`src/rtl/jtag_scan_hub.sv`:
```
// jtag_scan_hub: BSR (data+oe per cell), debug and MBIST-bypass JTAG data registers on TAP strobes.
// Latency: capture/shift visible on tdo one tck after the strobe edge; update latches visible the next cycle.
// Backpressure: none; the TAP strobes fully pace the registers. Optional macro: JTAG_HUB_DBG_PARITY_EN.
module jtag_scan_hub #(
  parameter int BSR_LEN   = 15,
  parameter int DBG_IN_W  = 16,
  parameter int DBG_OUT_W = 8
) (
  input  logic                 tck_i,
  input  logic                 trst_ni,
  input  logic                 test_logic_reset_i,
  input  logic                 capture_dr_i,
  input  logic                 shift_dr_i,
  input  logic                 pause_dr_i,
  input  logic                 update_dr_i,
  input  logic                 extest_select_i,
  input  logic                 sample_preload_select_i,
  input  logic                 debug_select_i,
  input  logic                 mbist_select_i,
  input  logic                 tdi_i,
  output logic                 bs_tdo_o,
  output logic                 dbg_tdo_o,
  output logic                 mbist_tdo_o,
  input  logic [BSR_LEN-1:0]   bsr_i,
  output logic [BSR_LEN-1:0]   bsr_o,
  output logic [BSR_LEN-1:0]   bsr_oe,
  input  logic [DBG_IN_W-1:0]  dbg_i,
  output logic [DBG_OUT_W-1:0] dbg_o,
  output logic                 upd_err_o
);

  localparam int BSR_SR_W = 2 * BSR_LEN;
`ifdef JTAG_HUB_DBG_PARITY_EN
  localparam int DBG_SR_W = DBG_IN_W + 1;
`else
  localparam int DBG_SR_W = DBG_IN_W;
`endif

  logic                 bsr_sel;
  logic                 any_sel;
  logic                 cap;
  logic                 shf;
  logic                 upd;
  logic                 dbg_par_ok;
  logic [BSR_SR_W-1:0]  bsr_sr;
  logic [BSR_SR_W-1:0]  bsr_cap;
  logic [BSR_LEN-1:0]   upd_dat;
  logic [BSR_LEN-1:0]   upd_oe;
  logic [DBG_SR_W-1:0]  dbg_sr;
  logic [DBG_SR_W-1:0]  dbg_cap;
  logic                 mbist_sr;

  // Strobe priority: capture beats shift beats update; pause freezes everything.
  assign bsr_sel = extest_select_i | sample_preload_select_i;
  assign any_sel = bsr_sel | debug_select_i | mbist_select_i;
  assign cap     = capture_dr_i;
  assign shf     = shift_dr_i  & ~capture_dr_i & ~pause_dr_i;
  assign upd     = update_dr_i & ~capture_dr_i & ~shift_dr_i & ~pause_dr_i;

`ifdef JTAG_HUB_DBG_PARITY_EN
  // Parity bit makes the captured register even over all its bits.
  assign dbg_cap    = {^dbg_i, dbg_i};
  assign dbg_par_ok = ~(^dbg_sr);
`else
  assign dbg_cap    = dbg_i;
  assign dbg_par_ok = 1'b1;
`endif

  // Interleave cells into the BSR chain: even bit = data, odd bit = output enable.
  always_comb begin
    bsr_cap = '0;
    upd_dat = '0;
    upd_oe  = '0;
    for (int k = 0; k < BSR_LEN; k++) begin
      bsr_cap[2*k]   = bsr_i[k];
      bsr_cap[2*k+1] = bsr_oe[k];
      upd_dat[k]     = bsr_sr[2*k];
      upd_oe[k]      = bsr_sr[2*k+1];
    end
  end

  // BSR shift register and its data/oe update latches.
  always_ff @(posedge tck_i or negedge trst_ni) begin
    if (!trst_ni) begin
      bsr_sr <= '0;
      bsr_o  <= '0;
      bsr_oe <= '0;
    end else if (test_logic_reset_i) begin
      bsr_sr <= '0;
      bsr_o  <= '0;
      bsr_oe <= '0;
    end else if (bsr_sel) begin
      if (cap) begin
        bsr_sr <= bsr_cap;
      end else if (shf) begin
        bsr_sr <= {tdi_i, bsr_sr[BSR_SR_W-1:1]};
      end else if (upd) begin
        bsr_o  <= upd_dat;
        bsr_oe <= upd_oe;
      end
    end
  end

  // Debug shift register; update gated by parity when that build option is on.
  always_ff @(posedge tck_i or negedge trst_ni) begin
    if (!trst_ni) begin
      dbg_sr <= '0;
      dbg_o  <= '0;
    end else if (test_logic_reset_i) begin
      dbg_sr <= '0;
      dbg_o  <= '0;
    end else if (debug_select_i) begin
      if (cap) begin
        dbg_sr <= dbg_cap;
      end else if (shf) begin
        dbg_sr <= {tdi_i, dbg_sr[DBG_SR_W-1:1]};
      end else if (upd && dbg_par_ok) begin
        dbg_o  <= dbg_sr[DBG_OUT_W-1:0];
      end
    end
  end

  // One-bit MBIST bypass: captures 0, shifts tdi, never updates.
  always_ff @(posedge tck_i or negedge trst_ni) begin
    if (!trst_ni) begin
      mbist_sr <= 1'b0;
    end else if (test_logic_reset_i) begin
      mbist_sr <= 1'b0;
    end else if (mbist_select_i) begin
      if (cap) begin
        mbist_sr <= 1'b0;
      end else if (shf) begin
        mbist_sr <= tdi_i;
      end
    end
  end

  // Sticky error: orphan update, or a debug update rejected by parity.
  always_ff @(posedge tck_i or negedge trst_ni) begin
    if (!trst_ni) begin
      upd_err_o <= 1'b0;
    end else if (test_logic_reset_i) begin
      upd_err_o <= 1'b0;
    end else if (upd && (!any_sel || (debug_select_i && !dbg_par_ok))) begin
      upd_err_o <= 1'b1;
    end
  end

  assign bs_tdo_o    = bsr_sr[0];
  assign dbg_tdo_o   = dbg_sr[0];
  assign mbist_tdo_o = mbist_sr;

endmodule

```
`config.mk`:
```
export PLATFORM = sky130hd
export DESIGN_NAME = jtag_scan_hub
export DESIGN_NICKNAME = d
export VERILOG_FILES = /design/src/rtl/jtag_scan_hub.sv
export SDC_FILE = /design/constraint.sdc
export NUM_CORES = 1
export LEC_CHECK = 0
export ABC_CLOCK_PERIOD_IN_PS = 1700
export BUFFER_PORTS_ARGS = -buffer_cell sky130_fd_sc_hd__buf_2
export CAP_MARGIN = 25
export CORE_MARGIN = 2
export CORE_UTILIZATION = 55
export DETAILED_ROUTE_END_ITERATION = 8
export HOLD_SLACK_MARGIN = 0.1
export PLACE_DENSITY = 0.79
export SLEW_MARGIN = 20
export SYNTH_ARGS = -nofsm -noshare
export SYNTH_HDL_FRONTEND = slang
export SYNTH_SLANG_ARGS = --single-unit
```
`constraint.sdc`:
```
create_clock -name tck_i -period 1.7 [get_ports tck_i]
set_input_delay 0.17 -clock tck_i [delete_from_list [all_inputs] [get_ports tck_i]]
set_output_delay 0.17 -clock tck_i [all_outputs]
set_load 0.02 [all_outputs]
```
==> flow_metrics.py <==
metrics = {
    "outcome": {
        "status": "complete, no violations",
    },
    "final_layout": {
        "nNetsFinal": 505,
        "antennaDiodeCount": 0,
        "n_fill_cell": 643,
        "syn2layout_area_growth_pct": 16.41,
        "drive_gt1_share_pct": 26.34,
    },
    "logic_synthesis": {
        "synth_common_cells": "86 x dfrtp_1, 74 x mux2i_1, 71 x nand2b_1",
        "syn_area_per_cell_um2": 11.55,
        "synth-simple-area-share_pct": 17.08,
        "synth_edf_count": 0,
        "synth_fa_ha_area_share_pct": 0,
        "synth_cell_type_count": 25,
        "synthArstFlopShare_pct": 100.0,
        "synth_compound_area_share_pct": 2.016,
        "ys_ff_latch": 86,
        "muxShareOfSynthArea_pct": 28.16,
        "synth_top_family_by_area": "multiplexers",
        "syn_inst": 387,
        "synth_ff_type": "dfrtp_1",
        "synthesis.nets": 430,
        "synth_xor_area_share_pct": 0,
        "yosys.area.top_type": "dfrtp_1",
        "syn_area_um2": 4469,
        "yosys-top-cells-area": "dfrtp_1 48%, mux2i_1 17%, nand2b_1 9.9%",
        "synth.most_common_cell": "dfrtp_1",
        "synth_top_area_share_pct": 48.15,
        "yosysWarnings": 0,
        "seq_area_frac_synth_pct": 48.15,
    },
    "power": {
        "p_comb_share_pct": 12.1,
        "leakage_nw": 2.594,
        "p_per_area_nw_per_um2": 814.4,
        "power_frac_clock_pct": 36.4,
        "internal_power_mw": 3.240,
        "p_sw_share_pct": 23.54,
        "p_seq_share_pct": 51.5,
        "p_total_mw": 4.237,
        "ir_drop_v": 0.0004492,
        "p_sw_mw": 0.9973,
    },
    "clocking": {
        "cts.sinks": 86,
        "path_clk_slew_ns": 0.08,
        "cts_buffers": 9,
        "h-tree-depth": 3,
        "root_buffer": "clkbuf_8",
        "tritoncts": "built",
        "insertion_delay_ns": 0.34,
        "cts_max_path_buffers": 2,
    },
    "routing": {
        "drtPass1Iterations": 4,
        "drt_iter0_markers": 176,
        "wl_per_cell_um": 15.03,
        "post_drt_via_cell_ratio": 5.322,
        "wirelength_mm": 8.553,
        "postRouteAntennaNets": 0,
        "drc": 0,
        "vias": 3028,
    },
    "setup_path": {
        "cp_max_fo": 30,
        "cp-start-kind": "input pin",
        "cp-end-kind": "register",
        "cp.required_ns": 1.92,
        "critPathKind": "input pin to register",
        "critPathArrivalTime_ns": 1.35,
        "r2r-start": "dbg_sr[6]$_DFFE_PN0P_",
        "cp-startpoint": "pause_dr_i",
    },
    "die": {
        "io_pins": 85,
        "core.rowCount": 32,
        "core_area_um2": 7807,
        "dieArea_um2": 8863,
        "start_util_pct": 57.24,
        "dieHeight_um": 94.15,
        "die_width_um": 94.15,
    },
    "placement": {
        "gp_congestion": 0.7691,
        "dp_hpwl_mm": 5.654,
        "port_buffers": 84,
    },
    "global_routing": {
        "grt_max_degree": 87,
        "overflow": 0,
        "grt_usage_pct": 20.67,
        "grt_pass1_wl_mm": 14.19,
        "antenna_found_initial": 0,
        "first_global_vias": 2949,
    },
    "sta": {
        "max_freq_mhz": 884.7,
        "fin_crit_sh_pct": 66.49,
        "clock_skew_ns": 0.01009,
        "maxSlewHeadroom_pct": 70.05,
        "setup_viol": 0,
        "rsz0062_at_grt": "false",
        "period_needed_ns": 1.130,
        "tightestPinTransition_ns": 0.4492,
        "final_max_slew_viol_count": 0,
        "final_hold_viol_count": 0,
        "setup_tns_ns": 0,
    },
    "run": {
        "drv_cap": 0,
    },
    "worst_hold_path": {
        "hold_class": "input pin to register",
        "hp-start": "tdi_i",
    },
}
-- sequential cells by signal, summed over array words and instances (netlist names) --
name         cells
bsr_o           15
bsr_sr          30
upd_err_o        1
mbist_tdo_o      1
bsr_oe          15
dbg_sr          16
dbg_o            8
-- worst max-delay path: stages --
cell and delay, ns:
buf_2 0.13, nand2b_1 0.25, a21oi_4 0.19, buf_12 0.22, mux2_1 0.37
-- what timing repair did --
| action | 4_1_cts | 5_1_grt |
|---|---|---|
| gates resized for setup | 0 | 0 |
| hold endpoints to repair | 86 | 0 |
| setup buffers | 0 | 0 |
| setup endpoints to repair | 0 | 0 |
| hold buffers | 1 | 0 |
-- worst paths after layout --
kind | endpoint | slack, ns | depth (start not counted)
worst max-delay path | bsr_sr[18]$_DFFE_PN0P_ | 0.57 | 5
worst min-delay path | mbist_tdo_o$_DFFE_PN0P_ | 0.14 | 3
worst max register to register | dbg_sr[5]$_DFFE_PN0P_ | 0.65 | 3
worst min register to register | dbg_sr[12]$_DFFE_PN0P_ | 0.49 | 1
max in group asynchronous | bsr_sr[27]$_DFFE_PN0P_ | 0.96 | 3
min in group asynchronous | bsr_o[8]$_DFFE_PN0P_ | 0.38 | 3
-- cell usage in the layout (no fill, tap or decap), types with 2 or more instances in the layout --
cell type  netlist  routed
a21oi_1          4       3
a21oi_4          1       2
buf_12           0       6
buf_2            5      83
buf_4            9       5
bufinv_16        0       2
clkbuf_1        12       2
clkbuf_8         0      10
clkinv_2         0       2
dfrtp_1         86      86
mux2_1          36      36
mux2_2          10      10
mux2i_1         74      74
nand2_1          3       3
nand2b_1        71      71
nand4b_1         8       8
nor2_1          46      46
o21ai_1          8       8
-- layer usage --
| layer | share of wire [%] | global-route usage, % | up-vias |
|---|---|---|---|
| li1 | - | - | 1457 |
| met1 | 46 | 28.56 | 1491 |
| met2 | 47 | 31.90 | 70 |
| met3 | 5.6 | 4.575 | 10 |
| met4 | 1.3 | 7.971 | 0 |
| met5 | 0 | 0 | - |
-- metrics by stage --
stage	hold WS (ns)	instance area, um2	cells	setup WS [ns]	utilization (%)
2_1_floorplan	-0.1256	4469	387	0.4649	-
3_3_place_gp	0.2437	4977	552	0.2625	63.75
3_5_place_dp	0.2437	4977	552	0.2173	63.75
4_1_cts	0.1148	5202	569	0.5787	66.63
5_1_grt	0.1344	5202	569	0.5216	66.63
6_report	0.1365	5202	569	0.5697	66.63
-- area by class of cell --
| cell class | count | area (um2) | share of cell area, % |
|---|---|---|---|
| timing repair buffer | 95 | 583.1 | 11.21 |
| multi-input combinational | 270 | 2125 | 40.84 |
| sequential | 86 | 2152 | 41.37 |
| tap | 102 | 127.6 | 2.453 |
| clock inverter | 4 | 70.07 | 1.347 |
| clock buffer | 12 | 145.1 | 2.790 |
-- kinds of logic (layout without fill, tap and decap cells) --
family | count (synthesis) | after routing
AO/OA/AOI/OAI | 15 | 15
buffers and inverters | 31 | 111
flip-flops | 86 | 86
multiplexers | 120 | 120
AND/OR/NAND/NOR | 135 | 135
-- power by group through the flow --
| stage | Clock, mW | Sequential [mW] | Combinational, mW |
|---|---|---|---|
| CTS | 1.60 | 2.18 | 0.520 |
| floorplan | 0 | 2.22 | 0.331 |
| finish | 1.54 | 2.18 | 0.511 |
| detailed placement | 0 | 2.22 | 0.516 |
| global placement | 0 | 2.22 | 0.504 |
| global route | 1.69 | 2.19 | 0.564 |
Note: power is estimated with default switching activity, not from simulation.
